**src/rtl/accum_sequencer_pkg.sv**
```systemverilog
// -----------------------------------------------------------------------------
// accum_sequencer_pkg
// Shared definitions for the accumulation sequencer slice: default operand and
// count widths, plus the controller state encoding.
// No ports (package).
// -----------------------------------------------------------------------------
package accum_sequencer_pkg;

    // Default operand/result width; must match the ripple adder instance width.
    localparam int unsigned N_DEF     = 4;
    // Default operand-count width; a run holds at most 2^CNT_W-1 operands.
    localparam int unsigned CNT_W_DEF = 4;

    // Controller state encoding (kept as plain constants for legacy tools).
    localparam logic [1:0] IDLE  = 2'd0;
    localparam logic [1:0] ACCUM = 2'd1;
    localparam logic [1:0] DONE  = 2'd2;

endpackage : accum_sequencer_pkg

```
**src/rtl/accum_sequencer_if.sv**
```systemverilog
// -----------------------------------------------------------------------------
// accum_sequencer_if
// Bundles the run-control, operand stream, adder hookup and status signals of
// the accumulation sequencer.
//   start/len            : run request and operand count
//   in_valid/in_data     : operand stream, in_ready is the accept back-pressure
//   add_a/add_b/add_ci   : operands driven to the external combinational adder
//   add_sum/add_co       : adder results consumed by the sequencer
//   result/ovf/busy/done : status presented to the requester
// Modports: slave = the sequencer, master = its surrounding parent/requester.
// -----------------------------------------------------------------------------
import accum_sequencer_pkg::*;

interface accum_sequencer_if #(
    parameter int unsigned N     = N_DEF,
    parameter int unsigned CNT_W = CNT_W_DEF
);
    logic             start;
    logic [CNT_W-1:0] len;
    logic             in_valid;
    logic [N-1:0]     in_data;
    logic             in_ready;
    logic [N-1:0]     add_a;
    logic [N-1:0]     add_b;
    logic             add_ci;
    logic [N-1:0]     add_sum;
    logic             add_co;
    logic [N-1:0]     result;
    logic             ovf;
    logic             busy;
    logic             done;

    modport slave (
        input  start, len, in_valid, in_data, add_sum, add_co,
        output in_ready, add_a, add_b, add_ci, result, ovf, busy, done
    );

    modport master (
        output start, len, in_valid, in_data, add_sum, add_co,
        input  in_ready, add_a, add_b, add_ci, result, ovf, busy, done
    );

endinterface : accum_sequencer_if

```
**src/rtl/accum_sequencer_reg.sv**
```systemverilog
// -----------------------------------------------------------------------------
// accum_reg
// Datapath register of the sequencer: N-bit accumulator with synchronous
// clear/load and a sticky flag that ORs in flag_set_i on every load.
// Ports:
//   clk, rst      : clock, asynchronous active-high reset
//   clr_i         : clear accumulator and flag (wins over load_i)
//   load_i        : capture d_i, OR flag_set_i into the flag
//   d_i           : next accumulator value
//   flag_set_i    : flag set request, only honoured together with load_i
//   acc_o, flag_o : registered accumulator and sticky flag
// -----------------------------------------------------------------------------
import accum_sequencer_pkg::*;

module accum_reg #(
    parameter int unsigned N = N_DEF
) (
    input  logic         clk,
    input  logic         rst,
    input  logic         clr_i,
    input  logic         load_i,
    input  logic [N-1:0] d_i,
    input  logic         flag_set_i,
    output logic [N-1:0] acc_o,
    output logic         flag_o
);

    logic [N-1:0] acc_q;
    logic [N-1:0] acc_d;
    logic         flag_q;
    logic         flag_d;

    // Next-state selection: clear has priority so a new run starts from zero.
    always_comb begin
        acc_d  = acc_q;
        flag_d = flag_q;
        if (clr_i) begin
            acc_d  = {N{1'b0}};
            flag_d = 1'b0;
        end else if (load_i) begin
            acc_d  = d_i;
            flag_d = flag_q | flag_set_i;
        end else begin
            acc_d  = acc_q;
            flag_d = flag_q;
        end
    end

    // State registers with asynchronous reset.
    always_ff @(posedge clk or posedge rst) begin
        if (rst) begin
            acc_q  <= {N{1'b0}};
            flag_q <= 1'b0;
        end else begin
            acc_q  <= acc_d;
            flag_q <= flag_d;
        end
    end

    assign acc_o  = acc_q;
    assign flag_o = flag_q;

endmodule : accum_reg

```
**src/rtl/accum_sequencer.sv**
```systemverilog
// -----------------------------------------------------------------------------
// accum_sequencer
// Sequential accumulation controller around an external N-bit combinational
// ripple adder. Sums len operands received over a valid/ready stream, then
// reports the registered total, a sticky carry-out flag and a one-cycle done.
// Ports:
//   clk  : system clock, rising edge
//   rst  : asynchronous active-high reset
//   bus  : accum_sequencer_if.slave (control, stream, adder hookup, status)
// The adder sits beside this block in the parent: add_a carries the
// accumulator, add_b passes in_data straight through, add_ci is tied low.
// -----------------------------------------------------------------------------
import accum_sequencer_pkg::*;

module accum_sequencer #(
    parameter int unsigned N     = N_DEF,
    parameter int unsigned CNT_W = CNT_W_DEF
) (
    input  logic               clk,
    input  logic               rst,
    accum_sequencer_if.slave   bus
);

    logic [1:0]       state_q;
    logic [1:0]       state_d;
    logic [CNT_W-1:0] cnt_q;
    logic [CNT_W-1:0] cnt_d;
    logic [CNT_W-1:0] len_q;
    logic [CNT_W-1:0] len_d;
    logic             done_q;
    logic             done_d;

    logic             xfer_s;
    logic             clr_s;
    logic [CNT_W-1:0] cnt_inc_s;
    logic [N-1:0]     acc_s;
    logic             ovf_s;

    // An operand is consumed only while accumulating and the source is valid.
    assign xfer_s    = (state_q == ACCUM) && bus.in_valid;
    // cnt never wraps: len_q caps the run below 2^CNT_W.
    assign cnt_inc_s = cnt_q + CNT_W'(1);

    // Controller next-state, count and length capture.
    always_comb begin
        state_d = state_q;
        cnt_d   = cnt_q;
        len_d   = len_q;
        clr_s   = 1'b0;
        case (state_q)
            IDLE: begin
                if (bus.start) begin
                    clr_s = 1'b1;
                    len_d = bus.len;
                    cnt_d = {CNT_W{1'b0}};
                    if (bus.len == {CNT_W{1'b0}}) begin
                        state_d = DONE;
                    end else begin
                        state_d = ACCUM;
                    end
                end else begin
                    state_d = IDLE;
                end
            end
            ACCUM: begin
                if (xfer_s) begin
                    cnt_d = cnt_inc_s;
                    if (cnt_inc_s == len_q) begin
                        state_d = DONE;
                    end else begin
                        state_d = ACCUM;
                    end
                end else begin
                    state_d = ACCUM;
                end
            end
            DONE: begin
                // start is deliberately not looked at here.
                state_d = IDLE;
            end
            default: begin
                state_d = IDLE;
            end
        endcase
    end

    // done is registered from the next state so it is high exactly while in DONE.
    always_comb begin
        if (state_d == DONE) begin
            done_d = 1'b1;
        end else begin
            done_d = 1'b0;
        end
    end

    // Controller state registers with asynchronous reset.
    always_ff @(posedge clk or posedge rst) begin
        if (rst) begin
            state_q <= IDLE;
            cnt_q   <= {CNT_W{1'b0}};
            len_q   <= {CNT_W{1'b0}};
            done_q  <= 1'b0;
        end else begin
            state_q <= state_d;
            cnt_q   <= cnt_d;
            len_q   <= len_d;
            done_q  <= done_d;
        end
    end

    accum_reg #(
        .N (N)
    ) u_accum_reg (
        .clk        (clk),
        .rst        (rst),
        .clr_i      (clr_s),
        .load_i     (xfer_s),
        .d_i        (bus.add_sum),
        .flag_set_i (bus.add_co),
        .acc_o      (acc_s),
        .flag_o     (ovf_s)
    );

    assign bus.add_a    = acc_s;
    assign bus.add_b    = bus.in_data;
    assign bus.add_ci   = 1'b0;
    assign bus.result   = acc_s;
    assign bus.ovf      = ovf_s;
    assign bus.busy     = (state_q == ACCUM);
    assign bus.in_ready = (state_q == ACCUM);
    assign bus.done     = done_q;

endmodule : accum_sequencer
```
**src/flat_wrapper.sv**
```systemverilog
// flat-port wrapper written by rule: the top's interface ports become plain ports
module accum_sequencer_flat 
#(
    parameter int unsigned N     = N_DEF,
    parameter int unsigned CNT_W = CNT_W_DEF
)
  (clk, rst, bus_start, bus_len, bus_in_valid, bus_in_data, bus_add_sum, bus_add_co, bus_in_ready, bus_add_a, bus_add_b, bus_add_ci, bus_result, bus_ovf, bus_busy, bus_done);
  accum_sequencer_if #(.N(N), .CNT_W(CNT_W)) bus_i ();
  input  logic clk;
  input  logic rst;
  input wire logic [$bits(bus_i.start)-1:0] bus_start;
  input wire logic [$bits(bus_i.len)-1:0] bus_len;
  input wire logic [$bits(bus_i.in_valid)-1:0] bus_in_valid;
  input wire logic [$bits(bus_i.in_data)-1:0] bus_in_data;
  input wire logic [$bits(bus_i.add_sum)-1:0] bus_add_sum;
  input wire logic [$bits(bus_i.add_co)-1:0] bus_add_co;
  output wire logic [$bits(bus_i.in_ready)-1:0] bus_in_ready;
  output wire logic [$bits(bus_i.add_a)-1:0] bus_add_a;
  output wire logic [$bits(bus_i.add_b)-1:0] bus_add_b;
  output wire logic [$bits(bus_i.add_ci)-1:0] bus_add_ci;
  output wire logic [$bits(bus_i.result)-1:0] bus_result;
  output wire logic [$bits(bus_i.ovf)-1:0] bus_ovf;
  output wire logic [$bits(bus_i.busy)-1:0] bus_busy;
  output wire logic [$bits(bus_i.done)-1:0] bus_done;
  assign bus_i.start = bus_start;
  assign bus_i.len = bus_len;
  assign bus_i.in_valid = bus_in_valid;
  assign bus_i.in_data = bus_in_data;
  assign bus_i.add_sum = bus_add_sum;
  assign bus_i.add_co = bus_add_co;
  assign bus_in_ready = bus_i.in_ready;
  assign bus_add_a = bus_i.add_a;
  assign bus_add_b = bus_i.add_b;
  assign bus_add_ci = bus_i.add_ci;
  assign bus_result = bus_i.result;
  assign bus_ovf = bus_i.ovf;
  assign bus_busy = bus_i.busy;
  assign bus_done = bus_i.done;
  accum_sequencer #(.N(N), .CNT_W(CNT_W)) u_core (.clk(clk), .rst(rst), .bus(bus_i));
endmodule
```
**config.mk**
```make
export PLATFORM = sky130hd
export DESIGN_NAME = accum_sequencer_flat
export DESIGN_NICKNAME = d
export VERILOG_FILES = /design/src/rtl/accum_sequencer_pkg.sv /design/src/rtl/accum_sequencer_if.sv /design/src/rtl/accum_sequencer_reg.sv /design/src/rtl/accum_sequencer.sv /design/src/flat_wrapper.sv
export SDC_FILE = /design/constraint.sdc
export NUM_CORES = 1
export LEC_CHECK = 0
export ABC_AREA = 1
export BUFFER_PORTS_ARGS = -buffer_cell sky130_fd_sc_hd__buf_4
export CAP_MARGIN = 20
export CORE_MARGIN = 5
export CORE_UTILIZATION = 35
export CTS_BUF_LIST = sky130_fd_sc_hd__clkbuf_4 sky130_fd_sc_hd__clkbuf_8
export CTS_CLUSTER_DIAMETER = 120
export DETAILED_ROUTE_END_ITERATION = 8
export GPL_TIMING_DRIVEN = 0
export HOLD_SLACK_MARGIN = 0.02
export SETUP_SLACK_MARGIN = 0.5
export SLEW_MARGIN = 40
export SYNTH_ARGS = -nofsm -noshare
export SYNTH_HDL_FRONTEND = slang
export SYNTH_SLANG_ARGS = --single-unit
```
**constraint.sdc**
```tcl
create_clock -name clk -period 1.8 [get_ports clk]
set_clock_uncertainty 0.2 [all_clocks]
set_input_delay 0.09 -clock clk [delete_from_list [all_inputs] [get_ports clk]]
set_output_delay 0.09 -clock clk [all_outputs]
set_load 0.1 [all_outputs]
```
==> metrics.cfg, run 1 <==
[cells_and_area]
final_nets = 169
diodes = 0
drive_gt1_share_pct = 48.7
fillers = 183
regArea_sq_um = 417
design_area_sq_um = 1510
multiInputGateArea_sq_um = 333
area_growth_pct = 78.2

[worst_setup_path]
cp.arrival_ns = 1.22
start_kind = flip-flop
path_cells = nand2_4 -> clkinvlp_4 -> buf_12 -> buf_12
worst_path_max_delay_cell = dfrtp_1
crit_type = flip-flop to primary output
critical_path.most_common_cell = buf_12
slowest_delay_ns = 0.42
worstPathMaxFanout = 3
crit_required_ns = 1.51
end_kind = primary output

[logic_synthesis]
synth_warnings = 0
synth_common_cells = 23 x nand2_1, 16 x dfrtp_1, 16 x inv_1
synth_top_cell_by_area = dfrtp_1
postSynthAreaPerCell_sq_um = 8.67
async_flop_share_pct = 100
syn-num-nets = 116
ys_ff_latch = 16
netlist_instances = 98
synth_ff_type = dfrtp_1
synth_edf_count = 0
post-synth-top-count-cell = nand2_1
ys_types = 23
synth_area_leaders = dfrtp_1 47%, nand2_1 10%, buf_4 8.8%, inv_1 7.1%, a22o_1 5.2%
ys_seq_area_share_pct = 47.1
yosysTopAreaCellShare_pct = 47.1
netlist_area_sq_um = 850

[timing]
rsz0062_at_grt = true
finalWorstSetupSlack_ns = 0.288
setup_tns_ns = 0
worst_hold_slack_ns = 0.119
fin_crit_ns = 1.51
max_slew_margin_pct = 60.2
slew_viol_final = 0
worst_pin_slew_ns = 0.596
clock.fmax_mhz = 661
hold_viol_final = 0
setup_viol = 0
fin_crit_sh_pct = 84.0

[clocking]
cts_sinks = 16
cts_buffers = 3
htreeDepth = 1
cts_tree = yes
clockBufferDepth = 2
cts-root-buf = clkbuf_4
path_clk_slew_ns = 0.10
clock_latency_ns = 0.28

[placed_design]
hpwl_microns = 1400
post_dp_cell_area_sq_um = 1130
gp_congestion = 0.754
io_buffers = 28
post-place-ws_ns = 0.174

[detailed_routing]
routed_via_density = 4.57
drt-initial-drc-count = 14
routedWlPerCell_microns = 12.5
drcViolationCount = 0
firstDrtPassIters = 4
wl_microns = 2230
vias = 813
ant_nets = 0

[floorplan]
top_level_ports = 34
fp.dieArea_sq_um = 3510
start_util_pct = 37.7
core_sq_um = 2250
die_h_microns = 59.3
die-width_microns = 59.3
placementRows = 17

[global_route]
grt_max_degree = 17
globalRouteOverflowTotal = 0
grt_pass1_wl_microns = 3520
antenna_found_initial = 0
grt_pass1_vias = 819
grt_usage_pct = 13.0

[outcome]
status = finished, final reports clean

[worst_hold_path]
hp-class = input port to flip-flop

[flow_run]
drv_cap = 0

[path summary, 6_finish.rpt]
check | from | endpoint | slack [ns] | cells after the start
worst min-delay path | bus_in_valid | u_core.u_accum_reg.flag_o$_DFFE_PP0P_ | 0.12 | 6
worst max-delay path | u_core.state_q[0]$_DFF_PP0_ | bus_in_ready | 0.29 | 4
max in group asynchronous | rst | u_core.u_accum_reg.acc_o[3]$_DFFE_PP0P_ | 0.73 | 3
min in group asynchronous | rst | u_core.u_accum_reg.acc_o[1]$_DFFE_PP0P_ | 0.23 | 3
worst min register to register | u_core.len_q[2]$_DFFE_PP0P_ | u_core.len_q[2]$_DFFE_PP0P_ | 0.34 | 2
worst max register to register | u_core.cnt_q[0]$_DFFE_PP0P_ | u_core.state_q[0]$_DFF_PP0_ | 0.30 | 7
[final cells by class]
class | count | area share [%]
flip-flops and latches | 16 | 27.5
inverters | 19 | 5.29
plain buffers | 11 | 7.27
repair buffers | 48 | 33.2
multi-input cells | 52 | 22.0
clock buffers | 4 | 2.40
well taps | 28 | 2.31
[metrics by stage]
stage,cells,utilization [%]
final,178,67.1
after global routing,178,67.1
after CTS,176,63.8
after detailed placement,154,50.2
after global placement,154,50.2
after floorplan,98,-
[per-layer routing]
metal / global-route usage (%) / share of wire (%) / up-vias
met3: 2.83 / 6.7 / 4
met2: 24.8 / 54 / 33
met1: 14.8 / 38 / 374
met5: 0 / 0 / -
met4: 1.94 / 1.2 / 0
li1: - / - / 402
[logic make-up after synthesis]
kind of cell | share of synthesized area [%]
xor gates and xnor gates | 1.03
DFF | 47.1
and+or+nand+nor | 20.2
buffers and inverters | 18.4
other | 0.441
AOI/OAI and AO/OA | 11.3
adders and majority gates | 1.47
[cells in the final DEF (no fill, tap or decap), types with 4 or more instances in the layout]
cell / netlist / routed
inv_1: 16 / 14
dfrtp_1: 16 / 11
dfrtp_4: 0 / 4
buf_12: 0 / 9
nand2_1: 23 / 21
dlygate4sd3_1: 0 / 11
o21ai_1: 4 / 6
buf_4: 10 / 31
buf_6: 0 / 8
a22o_1: 5 / 5
[critical path, delay by kind of cell, from the launching register on]
family / cells / cell delay, ns
and+or+nand+nor: 1 / 0.09
buffers and inverters: 3 / 0.43
DFF: 1 / 0.42
[sequential cells by signal, summed over array words and instances, names as in the netlist]
name                       flops
u_core.u_accum_reg.acc_o       4
u_core.cnt_q                   4
u_core.len_q                   4
u_core.u_accum_reg.flag_o      1
u_core.bus.done                1
u_core.state_q                 2
[repair_timing]
action,CTS,global route
hold endpoints to repair,28,0
pin swaps,4,2
hold buffers,11,0
endpoints found under the setup margin,20,24
resized for setup,28,13
buffers inserted,7,2
Power of run 1 is left out: the tool's default activity adds up to more than one toggle a clock period on the data nets, which glitch-free logic cannot reach.
==> run 2: changes to the inputs <==
==> constraint.sdc (replaced) <==
create_clock -name clk -period 1.3 [get_ports clk]
set_clock_uncertainty 0.2 [all_clocks]
set_input_delay 0.065 -clock clk [delete_from_list [all_inputs] [get_ports clk]]
set_output_delay 0.065 -clock clk [all_outputs]
set_load 0.1 [all_outputs]
==> run 2 against run 1 <==
- the run now ends with negative hold slack, negative setup slack left
- critical path depth is 3 higher
- sequential share of layout area is 0.58 points higher
- hold slack worse by 0.48 ns
- non-clock buffer count is 11 lower
- die area stayed put
- setup slack worse by 0.47 ns
- routed wire length is 13% lower
- final area is 0.58% lower
- final cell count is 6.2% lower
==> metrics.cfg, run 2 (synthesis results as in run 1) <==
[global_route]
grt_pass1_vias = 783
grt_pass1_wl_microns = 3320
antenna_found_initial = 0
grt_max_degree = 17
globalRouteOverflowTotal = 0
grt_usage_pct = 12.2

[outcome]
status = finished, violations left
violations = negative hold slack, negative setup slack

[timing]
worst_pin_slew_ns = 0.600
max_slew_margin_pct = 59.9
hold_viol_final = 29
slew_viol_final = 0
fin_crit_ns = 1.49
finalWorstSetupSlack_ns = -0.185
fin_crit_sh_pct = 114
worst_hold_slack_ns = -0.358
rsz0062_at_grt = true
clock.fmax_mhz = 673
setup_viol = 18

[cells_and_area]
final_util_pct = 66.8
diodes = 0
final_cell_mix = 27 x buf_4, 16 x nand2_1, 16 x buf_12, 14 x inv_1, 10 x dfrtp_1
area_growth_pct = 77.2
final_common_cell = buf_4
final_nets = 158
drive_gt1_share_pct = 58.3

[clocking]
cts_tree = yes
htreeDepth = 1
path_clk_slew_ns = 0.10
cts_buffers = 3
cts-root-buf = clkbuf_4
clock_latency_ns = 0.28
clockBufferDepth = 2
cts_sinks = 16

[detailed_routing]
ant_nets = 0
firstDrtPassIters = 4
wl_microns = 1940
drt-initial-drc-count = 10
vias = 759
drcViolationCount = 0
routedWlPerCell_microns = 11.6
routed_via_density = 4.54

[worst_setup_path]
critPathBufInv = 0
worst_r2r_startpoint = u_core.cnt_q[1]$_DFFE_PP0P_
crit_type = flip-flop to flip-flop
slowest_delay_ns = 0.42
end_kind = flip-flop
critical_path.most_common_cell = nand2_1
crit_required_ns = 1.28
worstPathMaxFanout = 3
ff2ff_path_depth = 7
start_kind = flip-flop
rr_endpoint = u_core.state_q[0]$_DFF_PP0_
cp.arrival_ns = 1.46
r2r_slack_ns = -0.19
crit_family = flip-flops
path_cells = ha_4 -> xnor2_2 -> nand3_2 -> nor2_2 -> nand2_2 -> nand2_1 -> nand2_1
worst_path_max_delay_cell = dfrtp_1

[floorplan]
start_util_pct = 37.7
die-width_microns = 59.3
fp.dieArea_sq_um = 3510
die_h_microns = 59.3
placementRows = 17
top_level_ports = 34
core_sq_um = 2250

[flow_run]
drv_cap = 0

[placed_design]
io_buffers = 28
gp_congestion = 0.757
hpwl_microns = 1460

[worst_hold_path]
hp-class = input port to asynchronous set/reset pin

==> run 2: cell types whose count changed in the layout (fill, tap and decap cells not counted), moves of 3 or more <==
cell           before  now
nand2_2             2    7
buf_12              9   16
nand2_1            21   16
dlygate4sd3_1      11    0
buf_4              31   27
buf_6               8    5
==> run 2: how the worst max path moves through the flow <==
stage	end	cells after the start	slack, ns	from
final	u_core.state_q[0]$_DFF_PP0_	7	-0.19	u_core.cnt_q[1]$_DFFE_PP0P_
after global routing	u_core.state_q[0]$_DFF_PP0_	7	-0.25	u_core.cnt_q[1]$_DFFE_PP0P_
after CTS	u_core.state_q[0]$_DFF_PP0_	7	-0.21	u_core.cnt_q[1]$_DFFE_PP0P_
after detailed placement	u_core.state_q[0]$_DFF_PP0_	7	-0.33	u_core.cnt_q[0]$_DFFE_PP0P_
after global placement	u_core.state_q[0]$_DFF_PP0_	7	-0.31	u_core.cnt_q[0]$_DFFE_PP0P_
after floorplan	bus_in_ready	3	-0.26	u_core.state_q[0]$_DFF_PP0_
==> run 2: routing by layer <==
metal | vias up | track usage, % | share of wire, %
met4 | 0 | 2.91 | 0
met2 | 26 | 22.5 | 52
li1 | 380 | - | -
met1 | 353 | 13.2 | 39
met3 | 0 | 3.92 | 9.2
met5 | - | 0 | 0
==> run 2: timing repair <==
action                                 CTS  global route
pin swaps                                3             5
resized for setup                       40            12
endpoints found under the hold margin   31            29
setup buffers                            6             2
setup endpoints to repair               28            28
cloned                                   0             1
==> run 2: layout make-up <==
cell class	instances	area [sq um]
fill	186	749
timing repair buffer	37	430
sequential	16	423
multi-input combinational	52	352
buffer	11	149
inverter	19	80.1
clock buffer	4	36.3
tap	28	35.0
==> run 2: worst register-to-register path, stage by stage, from the launching register on <==
cell,delay [ns]
dfrtp_1,0.42
ha_4,0.29
xnor2_2,0.10
nand3_2,0.08
nor2_2,0.09
nand2_2,0.07
nand2_1,0.07
nand2_1,0.05
==> run 2: metrics by stage <==
stage | area, sq um | setup slack, ns | hold WS (ns) | std cells | setup TNS, ns
floorplan | 952 | -0.260 | -0.221 | 98 | -0.898
global placement | 1200 | -0.307 | -0.0201 | 154 | -1.42
detailed placement | 1200 | -0.332 | -0.0203 | 154 | -1.54
CTS | 1450 | -0.206 | -0.332 | 164 | -2.13
global route | 1510 | -0.246 | -0.305 | 167 | -3.00
finish | 1510 | -0.185 | -0.358 | 167 | -1.95
Power of run 2 is left out for the same reason.
